--- src/rtl/spi_fsm.sv ---
// Transaction controller for the SPI memory slave: counts SCLK pulses while chip
// select is low, decodes read/write and sequences the latch, memory and load strobes.
module spi_fsm #(
  parameter int unsigned WIDTH        = 8,
  parameter int unsigned READ_LATENCY = 1
) (
  input  logic clk,
  input  logic reset_n,
  input  logic sclkPosEdge,
  input  logic csN,
  input  logic rwBit,
  output logic addrWe,
  output logic dmWe,
  output logic srWe,
  output logic misoBufe,
  output logic busy
);

  localparam int unsigned CW = $clog2(WIDTH) + 1;
  localparam logic [CW-1:0] LAST_BIT  = CW'(WIDTH - 1);
  localparam logic [CW-1:0] FULL      = CW'(WIDTH);
  localparam logic [CW-1:0] WAIT_LAST = CW'(READ_LATENCY - 1);

  typedef enum logic [3:0] {
    IDLE,
    GET_ADDR,
    GOT_ADDR,
    READ_WAIT,
    READ_LOAD,
    READ_SHIFT,
    WRITE_GET,
    WRITE_STORE,
    DONE
  } state_t;

  state_t        state_q, state_d;
  logic [CW-1:0] cnt_q, cnt_d;
  logic [CW-1:0] cnt_sat;

  assign cnt_sat = (cnt_q < FULL) ? cnt_q + 1'b1 : cnt_q;

  always_comb begin
    state_d = state_q;
    cnt_d   = cnt_q;
    case (state_q)
      IDLE: begin
        if (!csN) begin
          state_d = GET_ADDR;
          cnt_d   = '0;
        end
      end
      GET_ADDR: begin
        if (sclkPosEdge) begin
          cnt_d = cnt_sat;
          if (cnt_q == LAST_BIT) state_d = GOT_ADDR;
        end
      end
      GOT_ADDR: begin
        // The counter is reused to time the memory read latency.
        cnt_d   = '0;
        state_d = rwBit ? READ_WAIT : WRITE_GET;
      end
      READ_WAIT: begin
        if (cnt_q == WAIT_LAST) begin
          state_d = READ_LOAD;
          cnt_d   = '0;
        end else begin
          cnt_d = cnt_q + 1'b1;
        end
      end
      READ_LOAD: begin
        state_d = READ_SHIFT;
        cnt_d   = '0;
      end
      READ_SHIFT: begin
        if (sclkPosEdge) begin
          cnt_d = cnt_sat;
          if (cnt_q == LAST_BIT) state_d = DONE;
        end
      end
      WRITE_GET: begin
        if (sclkPosEdge) begin
          cnt_d = cnt_sat;
          if (cnt_q == LAST_BIT) state_d = WRITE_STORE;
        end
      end
      WRITE_STORE: state_d = DONE;
      DONE:        state_d = DONE;
      default: begin
        state_d = IDLE;
        cnt_d   = '0;
      end
    endcase
    // Chip-select release aborts from any state.
    if (csN) begin
      state_d = IDLE;
      cnt_d   = '0;
    end
  end

  // Outputs are registered decodes of the next state, so they equal a Moore decode of state_q.
  always_ff @(posedge clk or negedge reset_n) begin
    if (!reset_n) begin
      state_q  <= IDLE;
      cnt_q    <= '0;
      addrWe   <= 1'b0;
      dmWe     <= 1'b0;
      srWe     <= 1'b0;
      misoBufe <= 1'b0;
      busy     <= 1'b0;
    end else begin
      state_q  <= state_d;
      cnt_q    <= cnt_d;
      addrWe   <= (state_d == GOT_ADDR);
      dmWe     <= (state_d == WRITE_STORE);
      srWe     <= (state_d == READ_LOAD);
      misoBufe <= (state_d == READ_SHIFT);
      busy     <= (state_d != IDLE);
    end
  end

endmodule
--- config.mk ---
export PLATFORM = sky130hd
export DESIGN_NAME = spi_fsm
export DESIGN_NICKNAME = d
export VERILOG_FILES = /design/src/rtl/spi_fsm.sv
export SDC_FILE = /design/constraint.sdc
export NUM_CORES = 1
export LEC_CHECK = 0
export CELL_PAD_IN_SITES_DETAIL_PLACEMENT = 1
export CELL_PAD_IN_SITES_GLOBAL_PLACEMENT = 2
export CORE_AREA = 4 4 53 55
export DETAILED_ROUTE_END_ITERATION = 16
export DIE_AREA = 0 0 57 59
export GPL_ROUTABILITY_DRIVEN = 0
export GPL_TIMING_DRIVEN = 0
export PLACE_DENSITY = 0.79
export SLEW_MARGIN = 20
export SYNTH_ARGS = -nofsm -noshare
export SYNTH_HDL_FRONTEND = slang
export SYNTH_SLANG_ARGS = --single-unit
--- constraint.sdc ---
create_clock -name clk -period 4.8 [get_ports clk]
set_input_delay 0.48 -clock clk [delete_from_list [all_inputs] [get_ports clk]]
set_output_delay 0.48 -clock clk [all_outputs]
set_load 0.02 [all_outputs]
# Word level (Yosys, flattened, before mapping)
# Cells that the tools add are included.
# word_totals
reg_bits	13
latchBits	0
ram_bits	0
romBits	0
in_bits	5
output_inout_bits	5
wordCells	46
mem_count	0
# op_classes
addsub	1
n_mul	0
div	0
n_lt_le_gt_ge	1
n_eq_ne	16
shifts	0
mux	15
bitwise	0
reduce_logical	6
# op_table
cell	n
$mux W4	12
$eq A4 B3 Y1 const B	8
$pmux W4 S8	1
$eq A4 B2 Y1 const B	3
$pmux W4 S3	1
$logic_not A4 Y1	2
$ne A3 B1 Y1 const B	2
$add A4 B1 Y4 const B	1
$eq A4 B1 Y1 const B	1
$eq A4 B4 Y1 const B	1
$lt A4 B4 Y1 const B	1
$reduce_bool A4 Y1	1
$mux W3	1
$reduce_and A3 Y1	1
$reduce_or A3 Y1	1
$ne A2 B1 Y1 const B	1
$reduce_or A2 Y1	1

# Depth between registers and ports, before layout
# logic_depth
ltp_word	6
depth_mapped	6

# Least setup slack after synthesis
# OpenSTA, ideal clock, no wires.
# synth_path
path_type	register to register
from	register cnt_q[0]
to	register cnt_q[2]
t_arrival_ns	1.624
t_required_ns	4.699
setup_slack_ns	3.075
path_stages_with_launch	7
period_less_slack_ns	1.725
cell_sequence	dfrtp_1 > inv_1 > ha_1 > nor3b_2 > o221ai_4 > or4b_1 > o32ai_1
# synth_between
elab_chain_cells	5
elab_cells_between_ends	10
classes_between	add/sub (1); order compare (1); eq/ne (1); mux (5); reduce/logical (2)
# synth_rtl
element	line_no	source
start, declared	37	logic [CW-1:0] cnt_q, cnt_d;
start signal, assigned	113	cnt_q <= cnt_d;
$add A4 B1 Y4	40, 68	
$mux W4	40	assign cnt_sat = (cnt_q < FULL) ? cnt_q + 1'b1 : cnt_q;
$mux W4	53, 76, 82	
$pmux W4 S3	45	case (state_q)
$mux W4	95	if (csN) begin
# Several ways; a longest one is shown, not always the timed one. The select of a mux whose other input is x is not followed.
# A chain may end at the register's enable or synchronous reset.

# Worst setup path in the final report
# Ends and elaborated chain as after synthesis.

==> results.sh <==
export IMPL_synth_top_cell_by_area="dfrtp_1"
export IMPL_fin_crit_ps=1940
export IMPL_grtUsageTotal=0.1255
export IMPL_grt_max_degree=14
export IMPL_cp_required_ps=4980
export IMPL_drtIter0Drc=13
export IMPL_grt_ovfl_total=0
export IMPL_wl_per_cell_microns=15.08
export IMPL_slew_headroom=0.5774
export IMPL_reg2regPathDepth=6
export IMPL_die_height_microns=59
export IMPL_synth_area_per_cell_sq_um=9.796
export IMPL_route_met2_wl_microns=951
export IMPL_wl_met3_microns=85
export IMPL_rsz0062_at_grt="false"
export IMPL_htree_levels=1
export IMPL_synth_nets=89
export IMPL_die_width_microns=57
export IMPL_cts_tree="yes"
export IMPL_status="finished, final reports clean"
export IMPL_worst_pin_slew_ps=631.9
export IMPL_port_buffers=9
export IMPL_num_rows=18
export IMPL_setup_viol=0
export IMPL_hp_class="input pin to asynchronous set/reset pin"
export IMPL_tns_ps=0
export IMPL_syn_cell_area_sq_um=803.3
export IMPL_coreArea_sq_um=2387
export IMPL_maxCapViolations=0
export IMPL_cts_made_buffers=3
export IMPL_pin_count=10
export IMPL_yosysWarnings=0
export IMPL_period_share=0.4042
export IMPL_wl_met1_microns=839
export IMPL_preCtsSetupSlack_ps=2663
export IMPL_max_freq_mhz=515.4
export IMPL_maxSlewViolCount=0
export IMPL_synthArstFlopShare=1.000
export IMPL_antenna_cells=0
export IMPL_cts_resized=0
export IMPL_syn_to_final_growth_pct=19.16
export IMPL_fillCellCount=293
export IMPL_yosysMostFrequentCell="dfrtp_1"
export IMPL_cts_buffer_depth=2
export IMPL_fin_worst_skew_ps=4.176
export IMPL_critPathMaxStageDelay_ps=500
export IMPL_initial_core_util=0.3365
export IMPL_ant_nets=0
export IMPL_critPathKind="flip-flop to flip-flop"
export IMPL_power_density_nw_per_um2=224.3
export IMPL_drc_errors=0
export IMPL_synth_cells=82
export IMPL_p_leak_nw=0.3813
export IMPL_synth_commonest_cells="dfrtp_1, inv_1, a21oi_1, nor2_1"
export IMPL_vias=688
export IMPL_synth_edf_count=0
export IMPL_clkSinkCount=13
export IMPL_end_kind="flip-flop"
export IMPL_cts_hold_buf=0
export IMPL_yosysSeqAreaShare=0.4050
export IMPL_worstPathArrival_ps=2120
export IMPL_clock_latency_ps=270
export IMPL_synth_top_area_share=0.4050
export IMPL_cts_setup_buffers=0
export IMPL_fin_nets=103
export IMPL_grt_pass1_vias=722
export IMPL_yosys_most_used_dff="dfrtp_1"
export IMPL_grt_pass1_wl_microns=3256
export IMPL_ys_seq_elements=13
export IMPL_ir_worst_vdd_mv=0.1183
export IMPL_drive_above_1_share=0.1158
export IMPL_post_route_worst_setup_slack_ps=2860
export IMPL_via_per_inst=5.504
export IMPL_worstPathCellList="inv_1 > ha_1 > nor3b_2 > o221ai_4 > or4b_1 > o32ai_1"
export IMPL_dpl_hpwl_microns=1381
export IMPL_start_kind="flip-flop"
export IMPL_cts_root_buffer="clkbuf_4"
export IMPL_routed_wl_microns=1885
export IMPL_antenna_found_initial=0
export IMPL_yosysUniqueCellTypes=36
export IMPL_hold_violations=0
export IMPL_first_pass_iters=4
export IMPL_top_layer="met4"
export IMPL_crit_fanout=5
export IMPL_path_clk_slew_ps=80
export IMPL_dieArea_sq_um=3363
export IMPL_netlist_top_cells_area="dfrtp_1, mux2i_1, o221ai_4, a221oi_1, a21oi_1"
export IMPL_cpMaxStageDelayCell="or4b_1"
## registers in the layout, indices dropped and copies added, names as in the netlist
signal,cells
dmWe,1
busy,1
srWe,1
addrWe,1
misoBufe,1
cnt_q,4
state_q,4
## stage by stage
step,power (W),utilization,instance area (sq um),instances,hold WS (ps)
after floorplan,0.0001361,-,803.3,82,184.4
after global placement,0.0001478,0.3899,930.9,121,587.7
after detailed placement,0.0001484,0.3899,930.9,121,599.4
after CTS,0.0002184,0.4009,957.2,125,612.0
after global routing,0.0002286,0.4009,957.2,125,637.7
final,0.0002147,0.4009,957.2,125,587.8
## cell families (layout without fill, tap and decap cells)
logic type,count (synthesis),in the layout,synth area share
muxes,3,3,0.03738
adders and majority gates,2,2,0.03115
buffers and inverters,12,25,0.06386
AOI/OAI and AO/OA,20,20,0.1916
DFF,13,13,0.4050
and+or+nand+nor,32,32,0.2710
## layout by cell type (no fill, tap or decap), types with 3 or more instances in the layout
cell             instances
a31oi_1                  3
mux2i_1                  3
nand2b_1                 4
nor3_1                   3
nand3_1                  4
dfrtp_1                 13
clkbuf_4                 3
clkbuf_1                 4
a221oi_1                 3
a21oi_1                  5
inv_1                    6
clkdlybuf4s50_1          9
nor2_1                   5
## routing by layer
layer | vias to the layer above | global-route usage
met4 | 0 | 0.03311
met5 | - | 0
met3 | 2 | 0.02832
li1 | 330 | -
met2 | 14 | 0.2202
met1 | 342 | 0.1556
## report_power, final
part           switching [W]  internal [W]
clock network      0.0000371     0.0000322
registers         0.00000210      0.000112
logic              0.0000179     0.0000137
total              0.0000571      0.000158
## area by class of cell
cell class	instances	area, sq um	share of cell area
plain buffers	6	28.78	0.03007
clock buffers	4	26.28	0.02745
inverters	6	22.52	0.02353
multi-input cells	57	426.7	0.4458
flip-flops and latches	13	325.3	0.3399
well taps	30	37.54	0.03922
repair buffers	9	90.09	0.09412
## worst paths after layout
check / from / end / slack, ps
hold / removal: reset_n / state_q[0] / 590
setup reg to reg: cnt_q[0] / cnt_q[2] / 2860
hold reg to reg: cnt_q[2] / cnt_q[2] / 610
min in group clk: cnt_q[2] / cnt_q[2] / 610
max in group asynchronous: reset_n / cnt_q[1] / 3800
setup / recovery: cnt_q[0] / cnt_q[2] / 2860
## critical path, delay by kind of cell, from the launching register on
kind / cells / cell delay [ps]
adder cells (fa/ha/maj): 1 / 190
AND/OR/NAND/NOR: 2 / 700
AO/OA/AOI/OAI: 2 / 450
buffers and inverters: 1 / 90
flip-flops: 1 / 410
Power figures use the tool's default switching activity.
